## src/rtl/shift_rows_stage_if.sv

```systemverilog
// Valid/ready bundle for the ShiftRows pipeline stage.
// Ports: in_* (state, mode, tag, handshake), out_* (result, tag, handshake).
interface shift_rows_stage_if #(
    parameter int NB    = 4,
    parameter int TAG_W = 4
);
    logic              in_valid;
    logic              in_ready;
    logic              in_inverse;
    logic [32*NB-1:0]  in_data;
    logic [TAG_W-1:0]  in_tag;
    logic              out_valid;
    logic              out_ready;
    logic [32*NB-1:0]  out_data;
    logic [TAG_W-1:0]  out_tag;

    modport master (
        output in_valid,
        output in_inverse,
        output in_data,
        output in_tag,
        output out_ready,
        input  in_ready,
        input  out_valid,
        input  out_data,
        input  out_tag
    );

    modport slave (
        input  in_valid,
        input  in_inverse,
        input  in_data,
        input  in_tag,
        input  out_ready,
        output in_ready,
        output out_valid,
        output out_data,
        output out_tag
    );
endinterface

```

## src/rtl/shift_rows_stage.sv

```systemverilog
// Rijndael (Inv)ShiftRows stage: combinational shift, 2-entry output buffer.
// Ports: clock, reset_n (async low), bus (slave handshake), occupancy (0..2).
module shift_rows_stage #(
    parameter int NB    = 4,
    parameter int TAG_W = 4
) (
    input  logic                 clock,
    input  logic                 reset_n,
    shift_rows_stage_if.slave    bus,
    output logic [1:0]           occupancy
);
    localparam int W = 32 * NB;

    generate
        if (!(NB == 4 || NB == 6 || NB == 8)) begin : g_bad_nb
            $error("shift_rows_stage: NB must be 4, 6 or 8");
        end
        if (TAG_W < 1) begin : g_bad_tag
            $error("shift_rows_stage: TAG_W must be at least 1");
        end
    endgenerate

    typedef enum logic [1:0] {
        EMPTY = 2'd0,
        ONE   = 2'd1,
        FULL  = 2'd2
    } state_e;

    typedef struct packed {
        logic [TAG_W-1:0] tag;
        logic [W-1:0]     data;
    } entry_t;

    // 256-bit states skip an extra position on rows 2 and 3.
    function automatic int row_off(input int r);
        if (NB == 8 && r >= 2) begin
            return r + 1;
        end
        return r;
    endfunction

    // Byte (r,c) sits at bits [8*(4*NB-1-(4c+r)) +: 8]; byte 0 is the MSB.
    function automatic logic [W-1:0] shift_state(
        input logic [W-1:0] d,
        input logic         inv
    );
        logic [W-1:0] q;
        int           src;
        q   = '0;
        src = 0;
        for (int c = 0; c < NB; c++) begin
            for (int r = 0; r < 4; r++) begin
                if (inv) begin
                    src = (c - row_off(r) + NB) % NB;
                end else begin
                    src = (c + row_off(r)) % NB;
                end
                q[8*(4*NB-1-(4*c+r)) +: 8] =
                    d[8*(4*NB-1-(4*src+r)) +: 8];
            end
        end
        return q;
    endfunction

    state_e state_q;
    state_e state_d;
    logic   rdy_q;
    logic   rdy_d;
    entry_t out_q;
    entry_t skid_q;
    entry_t in_entry;
    logic   accept;
    logic   drain;
    logic   load_out;
    logic   load_skid;
    logic   skid_to_out;

    assign accept = bus.in_valid && rdy_q;
    assign drain  = bus.out_valid && bus.out_ready;

    assign in_entry.tag  = bus.in_tag;
    assign in_entry.data = shift_state(bus.in_data, bus.in_inverse);

    always_ff @(posedge clock or negedge reset_n) begin
        if (!reset_n) begin
            state_q <= EMPTY;
        end else begin
            state_q <= state_d;
        end
    end

    always_comb begin
        state_d = state_q;
        unique case (state_q)
            EMPTY: begin
                if (accept) begin
                    state_d = ONE;
                end
            end
            ONE: begin
                if (accept && !drain) begin
                    state_d = FULL;
                end else if (!accept && drain) begin
                    state_d = EMPTY;
                end
            end
            FULL: begin
                if (drain) begin
                    state_d = ONE;
                end
            end
            default: state_d = EMPTY;
        endcase
    end

    // A new state lands in the output register whenever that register is
    // free or being drained; it only goes to the skid register when the
    // output register is holding under backpressure.
    always_comb begin
        load_out    = 1'b0;
        load_skid   = 1'b0;
        skid_to_out = 1'b0;
        unique case (state_q)
            EMPTY: begin
                load_out = accept;
            end
            ONE: begin
                load_out  = accept && drain;
                load_skid = accept && !drain;
            end
            FULL: begin
                skid_to_out = drain;
            end
            default: begin
                load_out = 1'b0;
            end
        endcase
        rdy_d = (state_d != FULL);
    end

    // Registered ready keeps in_ready off the out_ready path and holds it
    // low through reset until the first clock edge afterwards.
    always_ff @(posedge clock or negedge reset_n) begin
        if (!reset_n) begin
            rdy_q <= 1'b0;
        end else begin
            rdy_q <= rdy_d;
        end
    end

    always_ff @(posedge clock or negedge reset_n) begin
        if (!reset_n) begin
            out_q <= '0;
        end else if (skid_to_out) begin
            out_q <= skid_q;
        end else if (load_out) begin
            out_q <= in_entry;
        end
    end

    always_ff @(posedge clock or negedge reset_n) begin
        if (!reset_n) begin
            skid_q <= '0;
        end else if (load_skid) begin
            skid_q <= in_entry;
        end
    end

    assign bus.in_ready  = rdy_q;
    assign bus.out_valid = (state_q != EMPTY);
    assign bus.out_data  = out_q.data;
    assign bus.out_tag   = out_q.tag;
    assign occupancy     = state_q;

endmodule

```

## src/flat_wrapper.sv

```systemverilog
// flat-port wrapper written by rule: the top's interface ports become plain ports
module shift_rows_stage_flat 
#(
    parameter int NB    = 4,
    parameter int TAG_W = 4
)
  (clock, reset_n, occupancy, bus_in_valid, bus_in_inverse, bus_in_data, bus_in_tag, bus_out_ready, bus_in_ready, bus_out_valid, bus_out_data, bus_out_tag);
  shift_rows_stage_if #(.NB(NB), .TAG_W(TAG_W)) bus_i ();
  input  logic clock;
  input  logic reset_n;
  output logic [1:0] occupancy;
  input wire logic [$bits(bus_i.in_valid)-1:0] bus_in_valid;
  input wire logic [$bits(bus_i.in_inverse)-1:0] bus_in_inverse;
  input wire logic [$bits(bus_i.in_data)-1:0] bus_in_data;
  input wire logic [$bits(bus_i.in_tag)-1:0] bus_in_tag;
  input wire logic [$bits(bus_i.out_ready)-1:0] bus_out_ready;
  output wire logic [$bits(bus_i.in_ready)-1:0] bus_in_ready;
  output wire logic [$bits(bus_i.out_valid)-1:0] bus_out_valid;
  output wire logic [$bits(bus_i.out_data)-1:0] bus_out_data;
  output wire logic [$bits(bus_i.out_tag)-1:0] bus_out_tag;
  assign bus_i.in_valid = bus_in_valid;
  assign bus_i.in_inverse = bus_in_inverse;
  assign bus_i.in_data = bus_in_data;
  assign bus_i.in_tag = bus_in_tag;
  assign bus_i.out_ready = bus_out_ready;
  assign bus_in_ready = bus_i.in_ready;
  assign bus_out_valid = bus_i.out_valid;
  assign bus_out_data = bus_i.out_data;
  assign bus_out_tag = bus_i.out_tag;
  shift_rows_stage #(.NB(NB), .TAG_W(TAG_W)) u_core (.clock(clock), .reset_n(reset_n), .bus(bus_i), .occupancy(occupancy));
endmodule
```

## config.mk

```make
export PLATFORM = sky130hd
export DESIGN_NAME = shift_rows_stage_flat
export DESIGN_NICKNAME = d
export VERILOG_FILES = /design/src/rtl/shift_rows_stage_if.sv /design/src/rtl/shift_rows_stage.sv /design/src/flat_wrapper.sv
export SDC_FILE = /design/constraint.sdc
export NUM_CORES = 1
export LEC_CHECK = 0
export ABC_AREA = 1
export CORE_UTILIZATION = 50
export DETAILED_ROUTE_END_ITERATION = 10
export PLACE_DENSITY = 0.89
export SLEW_MARGIN = 10
export SYNTH_ARGS = -nofsm -noshare
export SYNTH_HDL_FRONTEND = slang
export SYNTH_SLANG_ARGS = --single-unit
```

## constraint.sdc

```tcl
create_clock -name clock -period 1.5 [get_ports clock]
set_input_delay 0.3 -clock clock [delete_from_list [all_inputs] [get_ports clock]]
set_output_delay 0.3 -clock clock [all_outputs]
set_load 0.1 [all_outputs]
```

==> summary.txt, run 1 <==
Outcome
  – Status: stopped before the end
  – Failing step: 5_1_grt
  – Stop err: [ERROR GRT-0232] Routing congestion too high. Check the congestion heatmap in the GUI.

Synthesis
  – Area fraction of the dominant cell type after synthesis: 0.505
  – Post-synth EDFFs: 0
  – Most frequent cell after synthesis: nand2_1
  – Register area share after synthesis: 0.505
  – Syn_nets: 1955
  – Post-synth top cells: nand2_1, nand3_1, dfrtp_1
  – YS warnings: 0
  – Synth area leaders: dfrtp_1, nand2_1, nand3_1, nand4_1, buf_2
  – Post-synth ARST share: 1.00
  – Cells after synthesis: 1818
  – Mapped Area: 13200 um2
  – Top_reg_cell synth: dfrtp_1
  – Syn avg cell area: 7.28 um2
  – Distinct cells, synth: 14
  – Flops & latches, synth: 267
  – Largest area contributor in the netlist: dfrtp_1

Floorplanning
  – Die Wd: 165 um
  – Initial Util: 0.510
  – Std-Cell Rows: 59
  – Die height: 165 um
  – Ports: 273

Clock network
  – Root Buffer: clkbuf_16
  – Depth of the CTS H-tree: 1
  – Clock sinks: 267
  – Max Buffers Root-to-Sink: 3
  – CTS buffer count: 29

Placement
  – DP Cell Count: 2346
  – Final Wtd Congestion: 0.875
  – DP HPWL: 29.7 mm
  – PortBufs: 272

GRT
  – Total gr overflow: 183
  – Pin count of the biggest net entering global routing: 73
  – GR Util All Layers: 0.845
## cell families after synthesis
logic type,after synthesis,share of synthesized area
AND/OR/NAND/NOR,1396,0.442
flip-flops,267,0.505
buffers and inverters,155,0.0538
## layer usage
| layer | overflow | track usage |
|---|---|---|
| met1 | 2 | 0.844 |
| met4 | 65 | 0.846 |
| met3 | 3 | 0.745 |
| met5 | 0 | 0.428 |
| met2 | 113 | 0.962 |
## metrics by stage
step	setup TNS [ps]	setup slack (ps)	instance area, um2
CTS	-38930	-281	22900
floorplan	-15350	-81.7	13400
detailed placement	-70870	-311	18000
global placement	-65420	-301	18000
## timing repair
action,4_1_cts
setup endpoints to repair,122
setup buffers,73
cloned,74
endpoints found under the hold margin,267
hold buffers,1
gates resized for setup,338
pin swaps,168
==> run 2: changes to the inputs <==
Settings changed: CORE_UTILIZATION 50 to 35, PLACE_DENSITY 0.89 to unset, PLACE_DENSITY_LB_ADDON set to 0.15.
==> run 2 against run 1 <==
The flow now finishes, with violations (negative setup slack). Synthesized area unchanged. Synthesized cell count unchanged.
==> summary.txt, run 2 <==
Outcome
  – Status: finished, violations left
  – Failing checks: negative setup slack

Synthesis
  – Mapped Area: 13200 um2
  – Post-synth ARST share: 1.00
  – Top_reg_cell synth: dfrtp_1
  – Post-synth top cells: nand2_1, nand3_1, dfrtp_1
  – Register area share after synthesis: 0.505
  – Post-synth EDFFs: 0
  – Synth area leaders: dfrtp_1, nand2_1, nand3_1, nand4_1, buf_2
  – Syn_nets: 1955
  – Syn avg cell area: 7.28 um2
  – Flops & latches, synth: 267
  – Largest area contributor in the netlist: dfrtp_1
  – Most frequent cell after synthesis: nand2_1
  – Distinct cells, synth: 14
  – Area fraction of the dominant cell type after synthesis: 0.505
  – YS warnings: 0
  – Cells after synthesis: 1818

Floorplanning
  – Ports: 273
  – Initial Util: 0.358
  – Std-Cell Rows: 70
  – Die area: 38600 um2
  – Die height: 197 um
  – Die Wd: 197 um
  – Core Area: 37000 um2

Worst setup path
  – Worst setup SP type: flop
  – CP Capture Type: output pin
  – Crit-path max FO: 3
  – R2R setup slack: -250 ps
  – Worst path arrival time: 1490 ps
  – Kind of critical path: reg2out
  – Reg-to-Reg Start: u_core.occupancy[0]
  – Critical R2R Capture: u_core.bus.out_data[20]
  – CP required: 1200 ps
  – Reg2Reg Depth: 9

Min path
  – Worst Hold Depth: 4
  – Hold_sp: bus_out_ready
  – WHS Endpoint: u_core.occupancy[1]
  – Hold crit path type: in2reg

Flow run
  – Max-cap violations: 0

Final layout
  – Largest register FFs: 132
  – FF/Latch Area: 6700 um2
  – Most frequent cells in the layout: nand2_1, nand3_1, dfrtp_1
  – Fin cells: 2627
  – # nets final: 2236
  – Share of cells above drive strength 1: 0.158
  – Reg with most FFs: u_core.skid_q
  – Fill cell count: 3448
  – # diodes: 0
  – Area grow syn2layout: 52.1%
  – Post-layout util: 0.545
  – Multi-input gate area: 5930 um2
  – Commonest non-fill, non-tap cell in the layout: nand2_1

STA
  – Worst slew pin tran: 487 ps
  – Setup Viol. Count Final: 280
  – Setup repair after global routing missed its margin: true
  – Achievable frequency: 559 MHz
  – Count of final hold-check violations: 0
  – Final period util: 1.19
  – Worst Clk Skew: 8.13 ps
  – Pins Over Slew Limit: 0
  – PnR worst setup slack: -288 ps
  – Slew margin rel.: 0.675
  – Post-layout min period: 1790 ps

Clock network
  – CTS tree: built
  – Clock sinks: 267
  – Depth of the CTS H-tree: 1
  – CTS clock-pin slew for the worst setup and hold paths: 60 ps
  – Max Buffers Root-to-Sink: 3
  – CTS buffer count: 31
  – Clock Latency Late Sink: 570 ps
  – Root Buffer: clkbuf_16

Placement
  – PortBufs: 272
  – DP HPWL: 31.4 mm
  – DP Cell Count: 2532
  – Final Wtd Congestion: 0.833

GRT
  – Total gr overflow: 0
  – Pin count of the biggest net entering global routing: 59
  – Vias in the first global route: 13000
  – First-pass GRT wire length: 76.2 mm
  – GR Util All Layers: 0.253
  – Antenna violations before repair: 3

Power and ir drop
  – Overall power: 52.1 mW
  – Peak supply drop: 1.94 mV
  – Static Leak: 10.5 nW
  – Pwr per Cell Area: 2590 nW/um2

Routing
  – Initial DRT Pass Iterations: 7
  – DR iter-0 viols: 1018
  – DR WL/cell: 18.6 um
  – Via count: 13400
  – Drt total wl: 48.8 mm
  – Post-detailed-route count of antenna-violating nets: 0
  – Via/cell ratio: 5.09
  – Drc violations: 0
## run 2: cell counts after synthesis
No cell type changed its count.
## run 2: worst max-delay path by stage
stage	startpoint	endpoint	slack, ps	cells past startpoint
final	u_core.occupancy[0]	bus_out_valid	-290	4
after global routing	u_core.occupancy[0]	bus_out_valid	-320	4
after CTS	u_core.occupancy[0]	bus_out_valid	-320	4
after detailed placement	bus_in_valid	u_core.skid_q[28]	-330	8
after global placement	bus_in_valid	u_core.bus.out_data[32]	-320	8
after floorplan	u_core.occupancy[1]	u_core.bus.out_data[13]	-80	7
## run 2: through the flow
stage	setup TNS [ps]	hold WS (ps)	area [um2]	setup slack, ps
after global routing	-48600	166	20100	-315
after detailed placement	-74730	269	18500	-329
after CTS	-32390	122	20000	-319
after floorplan	-15350	4.41	13400	-81.7
final	-29790	138	20100	-288
after global placement	-71950	264	18500	-323
## run 2: cells by family after synthesis
kind of cell           Yosys count  share of synthesized area
AND/OR/NAND/NOR               1396                      0.442
flip-flops                     267                      0.505
buffers and inverters          155                     0.0538
## run 2: cell type report
cell class | count | area share
Sequential cell | 267 | 0.333
Multi-Input combinational cell | 1397 | 0.294
Timing Repair Buffer | 396 | 0.291
Clock buffer | 48 | 0.0457
Tap cell | 504 | 0.0313
Clock inverter | 9 | 0.00360
Inverter | 6 | 0.00161
## run 2: per-layer routing
layer	wire [um]	up-vias	GRT usage
li1	-	6399	-
met1	21000	6357	0.346
met2	22100	510	0.401
met3	3980	100	0.0503
met4	1740	6	0.0816
met5	41	-	0
## run 2: power by group
group	switching [mW]	total, mW	internal, mW
logic	19.9	30.7	10.8
clock network	3.15	7.50	4.35
registers	3.12	13.9	10.8
total	26.2	52.1	25.9
## run 2: worst max-delay path: stages, from the launching register on
cell and delay, ps:
dfrtp_4 530, inv_8 70, buf_12 100, nand2_4 50
buf_12 160
## run 2: timing repair
item | 4_1_cts | 5_1_grt
endpoints found under the hold margin | 32 | 0
gates resized for setup | 31 | 5
hold buffers | 1 | 0
buffers inserted | 16 | 8
cloned | 12 | 1
endpoints found under the setup margin | 63 | 312
(Power assumes the default switching activity.)
